## src/rtl/display_pkg.sv

```systemverilog
// Shared definitions for the display controller: SPI command encodings,
// decoder state type and pixel width helper.
package display_pkg;

  localparam logic [3:0] CMD_ROW_PREFIX = 4'hF;
  localparam logic [7:0] CMD_LOAD       = 8'h10;

  typedef enum logic [2:0] {
    ST_IDLE,
    ST_CMD,
    ST_ROW,
    ST_LOAD,
    ST_DISCARD
  } dec_state_t;

  function automatic int pixel_width(input int bitwidth);
    return 3 * bitwidth;
  endfunction

endpackage

```

## src/rtl/spi_input_sync.sv

```systemverilog
// Two-flop synchronizers for the SPI pins plus sclk rising-edge detection
// in the system clock domain.
module spi_input_sync (
  input  logic clk,
  input  logic rst,
  input  logic sclk,
  input  logic ss,
  input  logic mosi,
  output logic sclk_rise,
  output logic ss_s,
  output logic mosi_s
);

  logic [1:0] sclk_m, ss_m, mosi_m;
  logic       sclk_d;

  always_ff @(posedge clk or negedge rst) begin
    if (!rst) begin
      sclk_m <= '0;
      ss_m   <= '0;
      mosi_m <= '0;
      sclk_d <= 1'b0;
    end else begin
      sclk_m <= {sclk_m[0], sclk};
      ss_m   <= {ss_m[0], ss};
      mosi_m <= {mosi_m[0], mosi};
      sclk_d <= sclk_m[1];
    end
  end

  assign sclk_rise = sclk_m[1] & ~sclk_d;
  assign ss_s      = ss_m[1];
  assign mosi_s    = mosi_m[1];

endmodule

```

## src/rtl/spi_controller.sv

```systemverilog
// SPI-slave command decoder: streams RGB pixels of row-write commands to the
// frame buffer write port and raises a strobe on frame-load commands.
module spi_controller
  import display_pkg::*;
#(
  parameter int segments = 1,
  parameter int rows     = 8,
  parameter int columns  = 32,
  parameter int bitwidth = 8,
  localparam int nrows   = rows * segments,
  localparam int rw      = (nrows > 1) ? $clog2(nrows) : 1,
  localparam int cw      = (columns > 1) ? $clog2(columns) : 1,
  localparam int pw      = pixel_width(bitwidth)
) (
  input  logic          clk,
  input  logic          rst,
  input  logic          sclk,
  input  logic          ss,
  input  logic          mosi,
  output logic          miso,
  output logic [rw-1:0] wrow,
  output logic [cw-1:0] wcol,
  output logic [pw-1:0] wdata,
  output logic          wen,
  input  logic          ready,
  output logic          loaded
);

  localparam logic [cw:0] ncols = columns[cw:0];
  localparam logic [4:0]  nrow5 = nrows[4:0];

  logic                sclk_rise, ss_s, mosi_s;
  dec_state_t          state, state_d;
  logic [6:0]          shreg;
  logic [2:0]          bitcnt;
  logic [1:0]          pixcnt;
  logic [cw:0]         col;
  logic [bitwidth-1:0] ch0, ch1;
  logic [7:0]          byte_in;
  logic                byte_done, col_open, row_ok, pix_done;
  logic                wen_d, loaded_d, row_latch;

  spi_input_sync u_sync (
    .clk       (clk),
    .rst       (rst),
    .sclk      (sclk),
    .ss        (ss),
    .mosi      (mosi),
    .sclk_rise (sclk_rise),
    .ss_s      (ss_s),
    .mosi_s    (mosi_s)
  );

  // The byte is assembled combinationally so the completing bit acts in the
  // same cycle it is sampled, keeping the write strobe three clk after sclk.
  assign byte_in   = {shreg, mosi_s};
  assign byte_done = ss_s && sclk_rise && (bitcnt == 3'd7);
  assign col_open  = (col < ncols);
  assign row_ok    = (byte_in[7:4] == CMD_ROW_PREFIX) && ({1'b0, byte_in[3:0]} < nrow5);
  assign pix_done  = (state == ST_ROW) && byte_done && (pixcnt == 2'd2) && col_open;
  assign miso      = 1'b0;

  always_ff @(posedge clk or negedge rst) begin
    if (!rst) state <= ST_IDLE;
    else      state <= state_d;
  end

  always_comb begin
    state_d = state;
    if (!ss_s) begin
      state_d = ST_IDLE;
    end else begin
      case (state)
        ST_IDLE: if (sclk_rise) state_d = ST_CMD;
        ST_CMD: begin
          if (byte_done) begin
            if (byte_in == CMD_LOAD) state_d = ST_LOAD;
            else if (row_ok)         state_d = ST_ROW;
            else                     state_d = ST_DISCARD;
          end
        end
        ST_LOAD: state_d = ST_DISCARD;
        default: state_d = state;
      endcase
    end
  end

  always_comb begin
    wen_d     = 1'b0;
    loaded_d  = 1'b0;
    row_latch = 1'b0;
    if (ss_s) begin
      case (state)
        ST_CMD:  row_latch = byte_done && row_ok;
        ST_ROW:  wen_d     = pix_done && ready;
        ST_LOAD: loaded_d  = ready;
        default: ;
      endcase
    end
  end

  always_ff @(posedge clk or negedge rst) begin
    if (!rst) begin
      shreg  <= '0;
      bitcnt <= '0;
      pixcnt <= '0;
      col    <= '0;
      ch0    <= '0;
      ch1    <= '0;
      wen    <= 1'b0;
      loaded <= 1'b0;
      wdata  <= '0;
      wrow   <= '0;
      wcol   <= '0;
    end else begin
      wen    <= wen_d;
      loaded <= loaded_d;
      if (!ss_s) begin
        bitcnt <= '0;
        pixcnt <= '0;
        col    <= '0;
      end else begin
        if (sclk_rise) begin
          shreg  <= byte_in[6:0];
          bitcnt <= bitcnt + 3'd1;
        end
        if (row_latch) begin
          wrow   <= rw'(byte_in[3:0]);
          col    <= '0;
          pixcnt <= '0;
        end
        // Dropped pixels (ready low) still consume a column slot.
        if ((state == ST_ROW) && byte_done && col_open) begin
          case (pixcnt)
            2'd0: begin
              ch0    <= bitwidth'(byte_in);
              pixcnt <= 2'd1;
            end
            2'd1: begin
              ch1    <= bitwidth'(byte_in);
              pixcnt <= 2'd2;
            end
            default: begin
              pixcnt <= 2'd0;
              col    <= col + 1'b1;
            end
          endcase
        end
        if (wen_d) begin
          wdata <= {ch0, ch1, bitwidth'(byte_in)};
          wcol  <= col[cw-1:0];
        end
      end
    end
  end

endmodule

```

## config.mk

```make
export PLATFORM = sky130hd
export DESIGN_NAME = spi_controller
export DESIGN_NICKNAME = d
export VERILOG_FILES = /design/src/rtl/display_pkg.sv /design/src/rtl/spi_input_sync.sv /design/src/rtl/spi_controller.sv
export SDC_FILE = /design/constraint.sdc
export NUM_CORES = 1
export LEC_CHECK = 0
export ABC_AREA = 1
export BUFFER_PORTS_ARGS = -buffer_cell sky130_fd_sc_hd__buf_2
export CORE_ASPECT_RATIO = 1.75
export CORE_UTILIZATION = 57
export DETAILED_ROUTE_END_ITERATION = 8
export HOLD_SLACK_MARGIN = 0.08
export PLACE_DENSITY = 0.89
export SYNTH_ARGS = -nofsm -noshare
export SYNTH_HDL_FRONTEND = slang
export SYNTH_SLANG_ARGS = --single-unit
```

## constraint.sdc

```tcl
create_clock -name clk -period 2.5 [get_ports clk]
set_clock_uncertainty 0.1 [all_clocks]
set_input_delay 0.25 -clock clk [delete_from_list [all_inputs] [get_ports clk]]
set_output_delay 0.25 -clock clk [all_outputs]
set_load 0.03 [all_outputs]
```

* After elaboration in Yosys (flattened, before gate mapping)
Cells that the tools add are included.
** Operators by class
- Bitwise gates (word level) :: 2
- Eq/ne operators :: 13
- Magnitude comparators :: 2
- Reduce and logical (&&, ||, !) cells :: 18
- Muxes and demuxes :: 22
- $add $sub $neg :: 2
** Operators with widths (number)
- two-way mux 6 bit :: 4
- two-way mux 3 bit :: 7
- logical AND 1 bit :: 9
- inequality test 3 bit (second input constant) :: 3
- one-hot mux 3 bit (3 select lines) :: 1
- AND reduction 3 bit :: 3
- == test 8 x 5 -> 1 bit (second input constant) :: 1
- adder 6 x 1 -> 6 bit (second input constant) :: 1
- == test 3 x 2 -> 1 bit (second input constant) :: 2
- less-than comparator 6 bit (second input constant) :: 1
- two-way mux 1 bit :: 6
- two-way mux 2 bit :: 3
- AND reduction 2 bit :: 3
- == test 4 bit (second input constant) :: 1
- less-than comparator 4 bit (second input constant) :: 1
- inequality test 4 bit (second input constant) :: 1
- one-hot mux 2 bit (2 select lines) :: 1
- adder 3 x 1 -> 3 bit (second input constant) :: 1
- == test 3 x 1 -> 1 bit (second input constant) :: 1
- == test 3 bit (second input constant) :: 1
- zero test 3 bit :: 1
- == test 2 x 1 -> 1 bit (second input constant) :: 1
- == test 2 bit (second input constant) :: 1
- zero test 2 bit :: 1
- 4 further kinds :: 4
** Word-level totals
- Register bits after elaboration :: 78

* Longest topological paths before layout
- Word-level depth :: 11
- Mapped depth :: 11
- Gate-level depth less buffers :: 10

* Cells and area by module
Synthesis repeated with hierarchy kept, for this count alone.
** Second synthesis, totals
- Cells, all modules :: 332
- Area total of the unflattened synthesis :: 3338.2 um^2
** Modules (own cells, without submodules)
- spi_controller :: instances 1, cells an instance 323, area an instance 3153.0 um^2
- spi_input_sync :: instances 1, cells an instance 9, area an instance 185.2 um^2

* Worst setup path after synthesis
No wires, ideal clock.
- Path type :: register to register
- Start point :: register bitcnt[0]
- End point :: register wcol[2]
- Setup time :: 0.117 ns
- Arrival :: 1.528 ns
- Data required time :: 2.283 ns
- Cell stages (with the launch flop) :: 12
- Setup slack :: 0.755 ns
- Path through :: dfrtp_1 -> ha_1 -> ha_1 -> nand4_4 -> clkinv_4 -> nand2_4 -> nor2_4 -> nand2_2 -> clkinv_2 -> buf_6 -> nand2_1 -> nand2_1
** On the way
- Longest elaborated chain between the ends :: 9
** RTL lines
- start: declaration :: line spi_controller.sv:35 : logic [2:0] bitcnt;
- start signal: assignment :: line spi_controller.sv:125 : bitcnt <= bitcnt + 3'd1;
- == test 3 bit :: line spi_controller.sv:57 : assign byte_done = ss_s && sclk_rise && (bitcnt == 3'd7);
- logical AND 1 bit :: line spi_controller.sv:57
- logical AND 1 bit (3 in series) :: line spi_controller.sv:60 : assign pix_done = (state == ST_ROW) && byte_done && (pixcnt == 2'd2) && col_open;
- logical AND 1 bit :: line spi_controller.sv:95 : ST_ROW: wen_d = pix_done && ready;
- two-way mux 1 bit :: line spi_controller.sv:93 : case (state)
- two-way mux 1 bit :: line spi_controller.sv:92 : if (ss_s) begin
- named net wen_d :: line spi_controller.sv:41 : logic wen_d, loaded_d, row_latch;
- AND reduction 2 bit (no line)
- end signal: assignment :: line spi_controller.sv:151 : wcol <= col[cw-1:0];
- end: declaration :: line spi_controller.sv:22 : output logic [cw-1:0] wcol,
The timed path passes the listed nets, and every way through them passes these cells.
A chain may end at the register's enable or synchronous reset.

* Final worst setup path
- Start point :: register bitcnt[0]
- End point :: register wdata[21]
** On the way
- Longest elaborated chain between the ends :: 9
** RTL lines
- == test 3 bit :: line spi_controller.sv:57
- logical AND 1 bit :: line spi_controller.sv:57
- logical AND 1 bit (3 in series) :: line spi_controller.sv:60
- logical AND 1 bit :: line spi_controller.sv:95
- two-way mux 1 bit :: line spi_controller.sv:93
- two-way mux 1 bit :: line spi_controller.sv:92
- AND reduction 2 bit (no line)
- end signal: assignment :: line spi_controller.sv:150 : wdata <= {ch0, ch1, bitwidth'(byte_in)};
- end: declaration :: line spi_controller.sv:23 : output logic [pw-1:0] wdata,
No other way between the ends.

==> summary.txt <==
Power
  • Total power: ~2.4 mW
  • P_leak: 1.92 nW
  • Peak VDD IR: 0.403 mV
  • Power Dens Cells: ~660 nW/um2

Timing
  • Worst slew pin tran: 0.939 ns
  • RSZ-0062 raised after global routing: false
  • Setup TNS: 0 ns
  • Final hold slack: about 0.25 ns
  • Hold Vio Cnt, Final: 0
  • Crit share post-route: 88.6%
  • Post-layout min period: 2.21 ns
  • Max Slew Vio Count: 0
  • Fmax: 452 MHz
  • Relative slew slack: about 37%
  • Final setup fails: 0
  • Setup WS post-layout: 0.286 ns

Floorplanning
  • Ports: 41
  • Die height: 101 um
  • Die width: about 58 um
  • Core ar.: 5300 um2
  • Die area: roughly 5900 um2
  • Row count: 35
  • Starting density of the core: 59.7%

Synth
  • Cell with the most instances after synthesis: nand2_1
  • Post-Syn Instances: 335
  • Flops & latches, synth: 78
  • Synth cell types: 29
  • Post-Syn Area: 3160 um2
  • Sequential cell area fraction in the yosys report: 61.7%
  • Post-Syn Nets: 344
  • Cell accounting for the most synthesized area: dfrtp_1
  • Mean Syn Cell Area: 9.44 um2
  • Ys flop type: dfrtp_1
  • YS warnings: 0
  • Async SR Flop Fraction: 100%
  • Number of synthesized flops with an enable pin: 0
  • Area contributors post-synth: dfrtp_1 (62%), nand2_1 (14%), o21ai_0 (4.1%)
  • Yosys top cell area share: a little over 60%
  • Most frequent cells after synthesis: nand2_1 (122), dfrtp_1 (78), o21ai_0 (26), nand3_1 (20), inv_1 (19)

Worst setup path
  • Worst r2r src: bitcnt[0]
  • Crit path from: bitcnt[0]
  • Crit end category: flop
  • CP bufs+invs: 2
  • CP startpoint kind: flop
  • Cells along the critical path: ha_1 -> ha_1 -> nand4_4 -> clkinv_4 -> nand2_4 -> nor2_4 -> nand2_2 -> clkinv_2 -> nand2_1 -> nand2_1
  • Critical path type: flop to flop
  • Delay-heaviest family, CP: simple AND/OR/NAND/NOR gates
  • CP max stage cell: dfrtp_1
  • CP max FO: 20
  • WP data arrival: 2.35 ns
  • Worst Path Required: between 2 and 3 ns
  • Slowest stage delay, CP: 0.39 ns

Cells and area
  • P&R area growth vs syn: 15.0%
  • # fillers: a little over 400
  • Net count reported at finish: 390
  • Ant. Diodes: 0
  • Post-Layout Cell Count: 459
  • Share of layout cells above drive strength 1: 17.4%

Flow run
  • Max cap viols: 0

Drt
  • TritonRoute pass-1 iters: 4
  • Drt total wl: 5.93 mm
  • Via count: 2405
  • Routed wire length per instance: 12.9 um
  • Vias per cell: around 5.2
  • Post-route antenna net violation count: 0
  • Initial DRC count: about 110
  • Drt drc: 0

Global routing
  • First-pass GRT wire length: 10.1 mm
  • Vias in the first global route: around 2400
  • Remaining Overflow, GRT: 0
  • GRT Util Overall: 23.3%
  • Largest net degree at the start of global routing: 79
  • Initial antenna violation count: 0

Min path
  • HP Class: flop to flop
  • Hold_sp: u_sync.mosi_m[0]

Clock network
  • Clock sinks: 78
  • CTS max path bufs: 2
  • TritonCTS clock tree: yes
  • Clock Pin Slew Worst Setup and Hold Paths: 0.07 ns
  • Skew-Pair Late Insertion Delay: 0.35 ns
  • Post-CTS Setup Inserts: 0
  • CTS resizes: 0
  • Clk root buf: clkbuf_8
  • CTS buffer count: 9
  • H-tree depth: 3

Place
  • I/O Buffers: 39
  • Cells after DPL: 439
  • Post-detail-place hpwl: 4.22 mm
  • GPL Wtd Cong: 0.836
  • Setup slack after placement: 0.264 ns

Run status
  • Status: completed
-- repair_timing --
item	in CTS	in global routing
hold endpoints to repair	82	0
endpoints found under the setup margin	0	0
hold buffers	5	0
-- layer usage --
| metal | vias up | global-route usage, % | part of all wire, % |
|---|---|---|---|
| met3 | 16 | 5.78 | 4.5 |
| met4 | 0 | 15.0 | 3.2 |
| met5 | - | 0 | 0 |
| met1 | 1160 | 25.8 | 39 |
| li1 | 1167 | - | - |
| met2 | 62 | 38.9 | 53 |
-- sequential cells by signal (all words and copies together), names as in the netlist, 5 cells and up --
| register | cells |
|---|---|
| shreg | 7 |
| ch0 | 8 |
| ch1 | 8 |
| wcol | 5 |
| col | 6 |
| wdata | 24 |
-- report_power, final --
group | internal (mW) | total [mW] | switching, mW
Sequential | 1.31 | 1.35 | 0.0386
Clock | 0.383 | 0.815 | 0.433
Combinational | 0.0711 | 0.243 | 0.172
-- stage by stage --
| step | utilization, % | instance area (um2) |
|---|---|---|
| CTS | 68.6 | 3640 |
| detailed placement | 64.6 | 3420 |
| floorplan | - | 3160 |
| global placement | 64.6 | 3420 |
| finish | 68.6 | 3640 |
| global route | 68.6 | 3640 |
-- worst paths after layout --
path	depth (start not counted)	slack, ns	end
min reg2reg	0	0.25	u_sync.mosi_m[1]
max in group asynchronous	2	1.21	wcol[4]
min	0	0.25	u_sync.mosi_m[1]
max	10	0.29	wdata[21]
max reg2reg	10	0.29	wdata[21]
min in group asynchronous	2	0.48	u_sync.mosi_m[0]
-- cells in the final DEF (no fill, tap or decap), types with 3 or more instances in the layout --
cell           instances
inv_1                 19
o21ai_0               26
nand3_1               20
nand4_1                4
dlygate4sd3_1          5
nand2_1              122
clkbuf_8              10
a21oi_1                5
o21ai_1               17
nor2_1                11
buf_2                 38
ha_1                   3
dfrtp_1               78
-- cells by family after synthesis --
kind of cell	synth area share (%)
AND/OR/NAND/NOR	24.0
flip-flops	61.7
AO/OA/AOI/OAI	8.15
buffers and inverters	4.83
adder cells (fa/ha/maj)	1.19
other	0.119
-- cell type report --
class / count / area [um2] / area share, %
inverter: 23 / 92.6 / 2.55
timing repair buffer: 46 / 275 / 7.57
sequential: 78 / 1950 / 53.7
clock buffer: 12 / 145 / 3.99
clock inverter: 3 / 21.3 / 0.585
multi-input combinational: 223 / 1060 / 29.1
tap: 74 / 92.6 / 2.55
Power figures use the tool's default switching activity.
